### src/rtl/cnn_output_router.sv
// Snapshots the PE-array output-router lanes, truncates each to DATA_WIDTH bits and
// streams them as GROUP_CNT packed scratchpad words, one per cycle, with a valid strobe.
module cnn_output_router #(
    parameter int unsigned SPAD_ADDR_WIDTH = 8,
    parameter int unsigned SPAD_DATA_WIDTH = 16,
    parameter int unsigned ROUTER_COUNT    = 5,
    parameter int unsigned DATA_WIDTH      = 8,
    parameter int unsigned MEMBER_CNT      = (SPAD_DATA_WIDTH + DATA_WIDTH - 1) / DATA_WIDTH,
    parameter int unsigned GROUP_CNT       = (ROUTER_COUNT + MEMBER_CNT - 1) / MEMBER_CNT
) (
    input  logic                                      i_clk,
    input  logic                                      i_nrst,
    input  logic                                      i_en,
    input  logic [0:ROUTER_COUNT-1][2*DATA_WIDTH-1:0] i_ifmap,
    input  logic [ROUTER_COUNT-1:0]                   i_valid,
    output logic [SPAD_DATA_WIDTH-1:0]                o_data_out,
    output logic                                      o_valid
);

    // Counter must reach GROUP_CNT itself, which may equal 2**SPAD_ADDR_WIDTH.
    localparam int unsigned CNT_W   = SPAD_ADDR_WIDTH + 1;
    localparam int unsigned GROUP_W = MEMBER_CNT * DATA_WIDTH;
    localparam int unsigned FLAT_W  = GROUP_CNT * GROUP_W;

    typedef enum logic {
        IDLE = 1'b0,
        SEND = 1'b1
    } state_e;

    typedef logic [ROUTER_COUNT-1:0][DATA_WIDTH-1:0] snap_t;

    state_e                     state_q, state_d;
    logic [CNT_W-1:0]           grp_q, grp_d;
    snap_t                      snap_q, snap_d;
    logic [SPAD_DATA_WIDTH-1:0] data_q, data_d;
    logic                       valid_q, valid_d;

    snap_t                      capture_c;
    logic [ROUTER_COUNT-1:0]    unused_upper_c;

    // Element e lives at flat bit e*DATA_WIDTH, so group k is one contiguous slice.
    function automatic logic [SPAD_DATA_WIDTH-1:0] pack_group(
        input snap_t            snap,
        input logic [CNT_W-1:0] grp
    );
        logic [FLAT_W-1:0]  flat;
        logic [GROUP_W-1:0] word;
        flat = FLAT_W'(snap);
        word = '0;
        for (int k = 0; k < int'(GROUP_CNT); k++) begin
            if (grp == CNT_W'(k)) begin
                word = flat[k*GROUP_W +: GROUP_W];
            end
        end
        return SPAD_DATA_WIDTH'(word);
    endfunction

    // Masked, truncated view of the lanes as they would be captured this edge.
    always_comb begin
        capture_c      = '0;
        unused_upper_c = '0;
        for (int r = 0; r < int'(ROUTER_COUNT); r++) begin
            if (i_valid[r]) begin
                capture_c[r] = i_ifmap[r][DATA_WIDTH-1:0];
            end
            unused_upper_c[r] = ^i_ifmap[r][2*DATA_WIDTH-1:DATA_WIDTH];
        end
    end

    always_comb begin
        state_d = state_q;
        grp_d   = grp_q;
        snap_d  = snap_q;
        data_d  = '0;
        valid_d = 1'b0;
        unique case (state_q)
            IDLE: begin
                if (i_en && (|i_valid)) begin
                    snap_d  = capture_c;
                    data_d  = pack_group(capture_c, '0);
                    valid_d = 1'b1;
                    grp_d   = CNT_W'(1);
                    state_d = SEND;
                end
            end
            SEND: begin
                if (grp_q < CNT_W'(GROUP_CNT)) begin
                    data_d  = pack_group(snap_q, grp_q);
                    valid_d = 1'b1;
                    grp_d   = grp_q + CNT_W'(1);
                end else begin
                    grp_d   = '0;
                    state_d = IDLE;
                end
            end
            default: begin
                grp_d   = '0;
                state_d = IDLE;
            end
        endcase
    end

    always_ff @(posedge i_clk or negedge i_nrst) begin
        if (!i_nrst) begin
            state_q <= IDLE;
            grp_q   <= '0;
            snap_q  <= '0;
            data_q  <= '0;
            valid_q <= 1'b0;
        end else begin
            state_q <= state_d;
            grp_q   <= grp_d;
            snap_q  <= snap_d;
            data_q  <= data_d;
            valid_q <= valid_d;
        end
    end

    assign o_data_out = data_q;
    assign o_valid    = valid_q;

endmodule

### config.mk
export PLATFORM = sky130hd
export DESIGN_NAME = cnn_output_router
export DESIGN_NICKNAME = d
export VERILOG_FILES = /design/src/rtl/cnn_output_router.sv
export SDC_FILE = /design/constraint.sdc
export NUM_CORES = 1
export LEC_CHECK = 0
export CAP_MARGIN = 20
export CELL_PAD_IN_SITES_DETAIL_PLACEMENT = 2
export CELL_PAD_IN_SITES_GLOBAL_PLACEMENT = 2
export CORE_AREA = 2 2 112 114
export CTS_CLUSTER_SIZE = 24
export DETAILED_ROUTE_END_ITERATION = 7
export DIE_AREA = 0 0 114 116
export PLACE_DENSITY_LB_ADDON = 0.05
export SYNTH_ARGS = -nofsm -noshare
export SYNTH_HDL_FRONTEND = slang
export SYNTH_SLANG_ARGS = --single-unit
### constraint.sdc
create_clock -name i_clk -period 1.7 [get_ports i_clk]
set_input_delay 0.51 -clock i_clk [delete_from_list [all_inputs] [get_ports i_clk]]
set_output_delay 0.51 -clock i_clk [all_outputs]
set_load 0.05 [all_outputs]
==> impl_summary.log <==
INFO  metric run_status = complete, no violations
INFO  metric timing_hold_violations_final = 0
INFO  metric antennaDiodeCount = 0
INFO  metric regToRegEndpoint = o_data_out[10]$_DFF_PN0_
INFO  metric synth_seq_cells = 66
INFO  metric powerDensity = 1810 nW/um^2
INFO  metric worst_case_headroom_to_the_max_slew_limit = 0.744
INFO  metric floorplan.initialDensity = 0.238
INFO  metric floorplan.rows = 40
INFO  metric cp-end-kind = flop
INFO  metric vias_in_the_first_global_route = ~2600
INFO  metric final_nets = 455
INFO  metric post-route-drc-count = 0
INFO  metric critical_path.startpoint_type = input port
INFO  metric post_syn_nets = 370
INFO  metric count_of_h_tree_levels_built_during_cts = 3
INFO  metric routed_wire_length_per_instance = 18.3 um
INFO  metric synthTopCellsByCount = 81 x nand2_1, 66 x dfrtp_1, 26 x o21ai_0
INFO  metric placedCellCount = 492
INFO  metric dieHeight = 116 um
INFO  metric clock_latency_reported_for_the_late_side_of_the_worst_skew_pair = ~0.33 ns
INFO  metric pin_count_of_the_biggest_net_entering_global_routing = 67
INFO  metric rsz0062_at_grt = true
INFO  metric worst-r2r-setup-slack = 0.12 ns
INFO  metric synth_top_cells_by_area = dfrtp_1 58%, nand2_1 11%, a22o_1 5.6%
INFO  metric reg2regPathDepth = 6
INFO  metric max_clock_freq = 598 MHz
INFO  metric dr.first_iter.drc_count = 116
INFO  metric share_clk_of_total_power = 0.204
INFO  metric synth_cell_type_count = 32
INFO  metric avgSynthCellArea = 10.2 um^2
INFO  metric internal_power = 5010 uW
INFO  metric antenna_left = 0
INFO  metric power.combinational.fraction = 0.464
INFO  metric vdd_drop_max = 0.000505 V
INFO  metric max_slew.worst_pin.slew = roughly 0.38 ns
INFO  metric post-synth-top-area-cell = dfrtp_1
INFO  metric vias = 2372
INFO  metric clkSinkCount = 66
INFO  metric fillers = 1278
INFO  metric setup-violations-final = 0
INFO  metric drv_slew = 0
INFO  metric dieWidth = between 100 and 150 um
INFO  metric yosysWarningCount = 0
INFO  metric global_route.overflow_total = 0
INFO  metric worst_min_delay_path_category = in -> async
INFO  metric share_of_cells_above_drive_strength_1 = 0.207
INFO  metric crit_arrival = just under 2 ns
INFO  metric yosysMostFrequentCell = nand2_1
INFO  metric core-area = 11900 um^2
INFO  metric total_switching_power = 3030 uW
INFO  metric dieArea = around 13000 um^2
INFO  metric synth_seq_area_share = 0.582
INFO  metric switching_share = 0.376
INFO  metric share_seq_of_total_power = 0.332
INFO  metric clkSlewWorstSetupHoldPaths = 0.05 ns
INFO  metric cts_buffers = 9
INFO  metric detailedRoute.firstPassIterationCount = 4
INFO  metric cts_hold_repair.buffers = 0
INFO  metric synth-main-ff-cell = dfrtp_1
INFO  metric post_placement_worst_setup_slack = -0.538 ns
INFO  metric finClkSkew = 0.00596 ns
INFO  metric fin_ws = 0.0273 ns
INFO  metric worst-path-max-fanout = 10
INFO  metric io_pins = 105
INFO  metric maxCapViolations = 0
INFO  metric cts_root_buffer = clkbuf_16
INFO  metric synth-edff-count = 0
INFO  metric synthArstFlopShare = 1.00
INFO  metric dpl_cell_area = between 3000 and 4000 um^2
INFO  metric finalCritPeriodShare = 0.984
INFO  metric grt_util_all_layers = 0.151
INFO  metric antenna_found_initial = 0
INFO  metric grt_first_pass_wirelength = 14600 um
INFO  metric final_area = 4440 um^2
INFO  metric setup-tns-final = 0 ns
INFO  metric synthesis.instances = 278
INFO  metric cp_data_required_time = 1.96 ns
INFO  metric synth_largest_type_area_fraction = 0.582
INFO  metric power_leakage = 0.00201 uW
INFO  metric per_cell_via_count_in_the_routed_design = between 4 and 5
INFO  metric gp_routability_congestion = about 0.7
INFO  metric area_of_the_mapped_netlist = 2840 um^2
INFO  metric dp.final_hpwl = 6080 um
INFO  metric worst-setup-path-type = in -> reg
INFO  metric regToRegStartpoint = grp_q[2]$_DFFE_PN0P_
INFO  metric flow.area_growth_from_synthesis = 56.4%
INFO  metric fin_util = 0.373
INFO  metric cts-root-to-sink-buffers = 2
INFO  metric stdcell_count = between 500 and 600
INFO  metric buffer_ports.inserted = 64
INFO  metric tritoncts = yes
INFO  metric routed_wire_length = 9410 um
INFO  metric fin_crit = about 1.7 ns
## state kept, by name, summed over array words and instances (netlist names)
register,count
grp_q,9
o_data_out,16
o_valid,1
snap_q,40
## worst max-delay path, cell delays in order
cell and delay [ns]:
dlygate4sd2_1 0.25, or3_4 0.39, o311ai_4 0.27, buf_6 0.20, clkbuf_16 0.17, nand2_1 0.06, o21ai_1 0.07
## routing by layer
metal | wire length (um) | global-route usage
met1 | 4510 | 0.206
met2 | 4410 | 0.233
met3 | 315 | 0.0251
met4 | 168 | 0.0756
met5 | 0 | 0
## cell families (layout without fill, tap and decap cells)
family / count (synthesis) / count (layout) / share of synthesized area
and+or+nand+nor: 103 / 103 / 0.157
AOI/OAI and AO/OA: 81 / 81 / 0.195
DFF: 66 / 66 / 0.582
buffers and inverters: 24 / 113 / 0.0489
adders and majority gates: 4 / 4 / 0.0176
## how the worst max path moves through the flow
stage / to / from / cells past startpoint
3_3_place_gp: snap_q[36]$_DFFE_PN0P_ / i_valid[1] / 5
3_5_place_dp: snap_q[19]$_DFFE_PN0P_ / i_valid[1] / 6
2_1_floorplan: snap_q[24]$_DFFE_PN0P_ / i_valid[3] / 5
5_1_grt: snap_q[16]$_DFFE_PN0P_ / i_valid[1] / 7
4_1_cts: grp_q[8]$_DFFE_PN0P_ / i_valid[2] / 5
6_report: snap_q[17]$_DFFE_PN0P_ / i_valid[1] / 7
## power groups by stage
stage	combinational [uW]	clock, uW	sequential [uW]
final	3730	1640	2670
after global routing	4040	1780	2750
after CTS	3650	1710	2660
after detailed placement	3490	0	2670
after global placement	3430	0	2640
after floorplan	1300	0	3000
## area by class of cell
cell class | instances | area (um^2) | share of cell area
Sequential cell | 66 | 1650 | 0.373
Timing Repair Buffer | 95 | 1230 | 0.277
Multi-Input combinational cell | 188 | 1110 | 0.250
Clock buffer | 11 | 233 | 0.0524
Tap cell | 147 | 184 | 0.0414
Clock inverter | 4 | 20.0 | 0.00451
Inverter | 3 | 11.3 | 0.00254
## cells in the final DEF (no fill, tap or decap), types with 2 or more instances in the layout
cell             synthesis  routed
a22o_1                  18      18
a22oi_1                  8       7
a32oi_1                  8       8
and2_1                   4       4
and3_1                   3       3
buf_12                   0      25
buf_16                   0       2
buf_4                    0      17
buf_6                    6       2
clkbuf_1                10       2
clkbuf_16                0      11
clkdlybuf4s15_1          0       2
clkdlybuf4s50_1          0      40
clkinv_2                 0       4
dfrtp_1                 66      64
dfrtp_2                  0       2
dlymetal6s2s_1           0       3
ha_1                     4       3
inv_1                    3       3
nand2_1                 81      80
nand2b_1                 2       2
nor3_1                   2       2
o21a_1                   3       3
o21ai_0                 26      25
o21ai_1                 14      15
or3_4                    1       3
## timing repair
item,4_1_cts,5_1_grt
cloned,2,2
endpoints found under the setup margin,51,51
pin swaps,2,1
endpoints found under the hold margin,0,0
gates resized for setup,11,14
setup buffers,2,1
## per-stage QoR
stage,hold slack [ns],power [uW]
after detailed placement,0.472,6160
after global placement,0.458,6070
after CTS,0.205,8020
final,0.195,8040
after global routing,0.217,8570
after floorplan,0.214,4300
Power figures use the tool's default switching activity.
